[src/rtl/adder_tree_ctrl.sv]
// PSUM adder-tree sequencer: one PSUM handshake per pass, then serialises the tree result as 32b words.
// Optional ADDER_TREE_CTRL_STALL_CNT_EN adds a saturating output-stall counter on port stall_cnt.
`timescale 1ns/1ps
module adder_tree_ctrl #(
  parameter int PASS_W = 8,
  parameter int OUT_W  = 32,
  parameter int RES_W  = 288
) (
  input  logic              clk,
  input  logic              rst_n,
  input  logic              cfg_start,
  input  logic [1:0]        cfg_mode,
  input  logic [PASS_W-1:0] cfg_num_pass,
  output logic              busy,
  output logic              done,
  output logic              cfg_err,
  input  logic              psum_valid,
  output logic              psum_ready,
  output logic [1:0]        at_mode,
  input  logic [RES_W-1:0]  at_res,
  output logic              out_valid,
  input  logic              out_ready,
  output logic [OUT_W-1:0]  out_data,
  output logic              out_last
`ifdef ADDER_TREE_CTRL_STALL_CNT_EN
  ,
  output logic [15:0]       stall_cnt
`endif
);

  typedef enum logic [2:0] {
    S_IDLE,
    S_REQ,
    S_WAIT,
    S_CAP,
    S_DRAIN,
    S_DONE
  } state_t;

  state_t              state_q, state_d;
  logic [1:0]          mode_q;
  logic [PASS_W-1:0]   pass_q;
  logic [RES_W-1:0]    buf_q;
  logic [3:0]          idx_q;
  logic                err_q;
  logic [3:0]          last_idx;
  logic                word_last;
  logic                start_legal;
  logic                start_illegal;

  assign start_legal   = (state_q == S_IDLE) && cfg_start && (cfg_mode != 2'b11);
  assign start_illegal = (state_q == S_IDLE) && cfg_start && (cfg_mode == 2'b11);

  // Index of the last 32b word in a pass: 1, 3 or 9 words per pass.
  always_comb begin
    last_idx = 4'd8;
    case (mode_q)
      2'b00:   last_idx = 4'd0;
      2'b01:   last_idx = 4'd2;
      default: last_idx = 4'd8;
    endcase
  end

  assign word_last = (idx_q == last_idx);

  always_ff @(posedge clk or negedge rst_n) begin
    if (!rst_n) state_q <= S_IDLE;
    else        state_q <= state_d;
  end

  always_comb begin
    state_d = state_q;
    case (state_q)
      S_IDLE:  if (start_legal) state_d = (cfg_num_pass == '0) ? S_DONE : S_REQ;
      S_REQ:   if (psum_valid) state_d = S_WAIT;
      S_WAIT:  state_d = S_CAP;
      S_CAP:   state_d = S_DRAIN;
      S_DRAIN: if (out_ready && word_last) state_d = (pass_q == '0) ? S_DONE : S_REQ;
      S_DONE:  state_d = S_IDLE;
      default: state_d = S_IDLE;
    endcase
  end

  // busy covers the accepting start cycle itself, so it rises together with the strobe.
  assign busy       = (state_q != S_IDLE) || start_legal;
  assign done       = (state_q == S_DONE);
  assign psum_ready = (state_q == S_REQ);
  assign out_valid  = (state_q == S_DRAIN);
  assign out_last   = (state_q == S_DRAIN) && word_last && (pass_q == '0);
  assign out_data   = buf_q[{idx_q, 5'b00000} +: OUT_W];
  assign at_mode    = mode_q;
  assign cfg_err    = err_q;

  always_ff @(posedge clk or negedge rst_n) begin
    if (!rst_n) begin
      mode_q <= 2'b00;
      pass_q <= '0;
      buf_q  <= '0;
      idx_q  <= '0;
      err_q  <= 1'b0;
    end else begin
      if (start_legal) begin
        mode_q <= cfg_mode;
        pass_q <= cfg_num_pass;
        err_q  <= 1'b0;
      end else if (start_illegal) begin
        err_q  <= 1'b1;
      end
      if (state_q == S_CAP) begin
        buf_q <= at_res;
        idx_q <= '0;
        if (pass_q != '0) pass_q <= pass_q - 1'b1;
      end
      if ((state_q == S_DRAIN) && out_ready && !word_last) idx_q <= idx_q + 1'b1;
    end
  end

`ifdef ADDER_TREE_CTRL_STALL_CNT_EN
  always_ff @(posedge clk or negedge rst_n) begin
    if (!rst_n)                                                    stall_cnt <= '0;
    else if (start_legal)                                          stall_cnt <= '0;
    else if ((state_q == S_DRAIN) && !out_ready && (stall_cnt != 16'hFFFF)) stall_cnt <= stall_cnt + 1'b1;
  end
`endif

endmodule
[config.mk]
export PLATFORM = sky130hd
export DESIGN_NAME = adder_tree_ctrl
export DESIGN_NICKNAME = d
export VERILOG_FILES = /design/src/rtl/adder_tree_ctrl.sv
export SDC_FILE = /design/constraint.sdc
export NUM_CORES = 1
export LEC_CHECK = 0
export CAP_MARGIN = 20
export CORE_MARGIN = 3
export CORE_UTILIZATION = 54
export DETAILED_ROUTE_END_ITERATION = 7
export GPL_TIMING_DRIVEN = 0
export PLACE_DENSITY = 0.87
export RECOVER_POWER = 100
export SETUP_SLACK_MARGIN = 0.3
export SYNTH_ARGS = -nofsm -noshare
export SYNTH_HDL_FRONTEND = slang
export SYNTH_SLANG_ARGS = --single-unit
[constraint.sdc]
create_clock -name clk -period 3.6 [get_ports clk]
set_input_delay 1.08 -clock clk [delete_from_list [all_inputs] [get_ports clk]]
set_output_delay 1.08 -clock clk [all_outputs]
set_load 0.02 [all_outputs]
==> impl.org <==
** Status
- The flow ran to the end, but the final reports show violations.
- Violations in the final reports :: max-capacitance violations, max-slew violations

** Global routing
- Entering global routing, the biggest net connects 126 pins.
- Vias in the first global route :: 13867
- Overall overflow remaining after global route :: 0
- Antenna violations before repair :: 4
- The first global-routing pass estimated 78.82 mm of wire.
- Global routing used 37.21% of the available tracks.

** STA
- The worst path in the final design needs a cycle of 3.537 ns, including I/O delays and setup.
- The final max-slew violation count is 64.
- Derived from the worst setup path, the maximum achievable clock frequency is 0.2827 GHz.
- Setup total negative slack :: 0 ns
- Transition time of the tightest slew-check pin :: 1.669 ns
- The final count of hold timing violations came to 0.
- Hold_ws :: 0.4713 ns
- Final setup skew :: 0.01302 ns
- Slew margin rel. :: -11.28%
- Post-route clock period utilization :: 98.25%
- Setup violations remaining at the end of the flow were counted as 0.
- Setup repair after global routing could not meet its margin everywhere.

** CTS
- No sink is reached through more buffers than the 3 on the longest clock path.
- # clock sinks :: 306
- Cell chosen for the clock root :: clkbuf_16
- Clock buffers created by TritonCTS :: 34
- After clock tree synthesis, the flow added hold-fix buffers numbering 0.
- Clock-pin slew reported for the worst setup and hold paths after clock tree synthesis :: 0.07 ns
- At the later pin of the worst-skew pair, clock insertion delay measures 0.52 ns.
- TritonCTS built the clock tree.
- H-tree depth :: 2

** Drt
- For this run, design rule violations remaining after detail routing come to 0.
- In this run the remaining antenna-violating nets after routing total 0.
- Routed length per placed instance :: 23.29 µm
- DR WL met2 :: 25.33 mm
- The highest metal layer carrying signal wires in the routed design is met5.
- For this block, the initial DRC count from the detailed router was 1767.
- Dividing the detail-routed via count by the number of cells gives 5.906.
- The routed design has 53.20 mm of wire.
- Router iterations before antenna repair :: 5
- Detailed-routing wirelength on met1 :: 18.47 mm
- Wire segments on met3 add up to 5.890 mm in the final route.
- Summing over every cut layer, the via total after detailed routing is 13490.

** Cells and area
- Final #Nets :: 2237
- End-of-flow core utilization :: 77.26%
- Share of layout cells above drive strength 1 :: 12.65%
- Synth-to-layout area growth :: 39.93%
- FILL cells :: 1574
- Leaving out filler cells and counting taps, the final layout contains 2284.

** Critical path
- At the worst endpoint, the arrival time is 2.46 ns.
- Critical-path maximum fanout :: 10
- Largest stage delay on the critical path :: 0.39 ns
- Nature of the critical path startpoint :: register
- Traced cell by cell, the critical path runs through buf_6 > buf_4 > nor4b_4 > buf_4 > clkbuf_2 > nand2_1 > nand2_1 > buf_6.
- The largest individual stage delay along the critical path comes from the cell dfrtp_1.
- Data on the critical path is required at its endpoint by 2.52 ns.
- Type of element capturing the critical path :: primary output
- The setup path with the least slack is of type reg -> out.

** Die
- The die is 166.9 µm tall.
- 343 I/O pins were placed.
- Core outline area :: 25330 µm²
- Once the floorplan was initialized, standard cells occupied 55.21% of the core.
- Chip width :: 166.9 µm
- Die Outline Area :: 27860 µm²
- Site Rows :: 58

** Logic synthesis
- Counting every net in the synthesized netlist gives 1831.
- The share of the Yosys chip area taken by registers is 54.76%.
- Synthesis inferred 306 register bits.
- The synthesized design spends more area on one cell type than any other, namely dfrtp_1.
- During synthesis, Yosys emitted a total of 0 warnings.
- Commonest register cell after synthesis :: dfrtp_1
- The mapped netlist covers 13980 µm².
- After synthesis, the share of flip-flops with an asynchronous set or reset is 100.0%.
- In the post-synthesis netlist, the biggest area contributors are dfrtp_1 (55%), nand2_1 (25%), mux4_2 (10%).
- nand2_1 is the most common cell in the netlist.
- By count the netlist is led by nand2_1 (935), dfrtp_1 (306), mux4_2 (64), clkbuf_1 (59), a22oi_1 (34).
- Count of unique library cells instantiated by Yosys :: 51
- After technology mapping, the gate count stands at 1525.
- Dividing the synthesized area by the synthesized cell count gives 9.169 µm².
- The synthesized design devotes to its leading area cell type 54.76% of total area.
- Number of flops mapped to enable cells by yosys :: 0

** Placed design
- Port buffering added 342 buffers.
- Routability congestion estimate :: 0.8907
- Cell Count Post-Placement :: 2199
- Detailed placement ended at an HPWL of 36.39 mm.

** Power and ir drop
- VDD sags by at most 594.9 µV.
- In this run the power density over the cells is 903.3 nW/µm².
- Leakage power summed over all cells :: 9.504 nW

** Hold path
- Hold crit path type :: reg -> reg

** Flow run
- The tool flagged a number of max-cap violations equal to 1.
## final cells by class
type / count / area [µm²] / area share (%)
diodes: 2 / 5.005 / 0.02558
plain buffers: 96 / 586.8 / 2.999
clock buffers: 47 / 969.7 / 4.956
clock inverters: 10 / 147.6 / 0.7545
inverters: 9 / 33.78 / 0.1726
multi-input cells: 1114 / 5951 / 30.41
flip-flops and latches: 306 / 7659 / 39.14
well taps: 330 / 412.9 / 2.110
repair buffers: 370 / 3802 / 19.43
## per-stage QoR
stage	setup slack, ns	total power [mW]	cell area [µm²]
final	0.06289	17.68	19570
after global routing	0.02628	18.47	19570
after CTS	0.09128	17.32	19550
after detailed placement	-0.8495	13.29	17880
after global placement	-11.37	12.93	17820
after floorplan	0.3875	10.22	13980
## metal layers
layer  track usage [%]  vias to the layer above
li1                  -                     5709
met1             45.76                     6502
met2             60.04                     1048
met3             9.803                      227
met4             21.20                        4
met5                 0                        -
## worst paths after layout
kind / endpoint / slack (ns) / cells after the start / from
worst max-delay path: out_data[8] / 0.06 / 8 / idx_q[0]
max in group asynchronous: buf_q[47] / 0.74 / 2 / rst_n
worst min register to register: buf_q[125] / 0.47 / 2 / buf_q[125]
worst max register to register: buf_q[227] / 0.26 / 9 / state_q[2]
min in group asynchronous: pass_q[5] / 0.98 / 1 / rst_n
worst min-delay path: buf_q[125] / 0.47 / 2 / buf_q[125]
## state kept, by name, indices dropped and copies added, names as in the netlist
| register | cells |
|---|---|
| pass_q | 8 |
| at_mode | 2 |
| buf_q | 288 |
| idx_q | 4 |
| state_q | 3 |
| cfg_err | 1 |
## critical path, delay by kind of cell (launching register included)
kind	cells	cell delay (ns)
flops	1	0.39
buf+inv	5	0.95
simple gates	3	0.60
## power breakdown
group | leakage, nW | switching (mW) | total, mW | internal [mW]
clock network | 0.551 | 1.44 | 3.55 | 2.11
logic | 5.18 | 4.63 | 7.98 | 3.35
registers | 3.77 | 1.02 | 6.15 | 5.13
## cell families (layout without fill, tap and decap cells)
| logic type | Yosys count | count (layout) | share of synthesized area, % |
|---|---|---|---|
| AO/OA/AOI/OAI | 60 | 60 | 3.508 |
| XOR/XNOR | 2 | 2 | 0.1253 |
| adder cells (fa/ha/maj) | 3 | 3 | 0.2685 |
| buffers and inverters | 105 | 532 | 3.373 |
| flip-flops | 306 | 306 | 54.76 |
| multiplexers | 71 | 71 | 10.83 |
| other | 0 | 2 | 0 |
| AND/OR/NAND/NOR | 978 | 978 | 27.14 |
## repair_timing
action | in CTS | in global routing
resized for setup | 260 | 50
setup buffers | 16 | 3
endpoints found under the setup margin | 34 | 34
gates cloned | 6 | 1
pin swaps | 36 | 24
## cell usage in the layout (no fill, tap or decap), types with 4 or more instances in the layout
master,instances
buf_6,32
clkbuf_8,8
buf_12,9
mux4_2,64
buf_16,8
nor2_1,13
mux2i_1,5
a21oi_1,4
clkbuf_2,9
a22oi_1,18
clkbuf_16,35
clkbuf_1,68
nand2_1,927
inv_1,9
buf_2,14
buf_4,12
nand2_2,8
clkbuf_4,7
dlygate4sd3_1,9
dfrtp_1,305
clkdlybuf4s50_1,295
a22oi_2,16
nor3_1,6
Note: power is estimated with default switching activity, not from simulation.
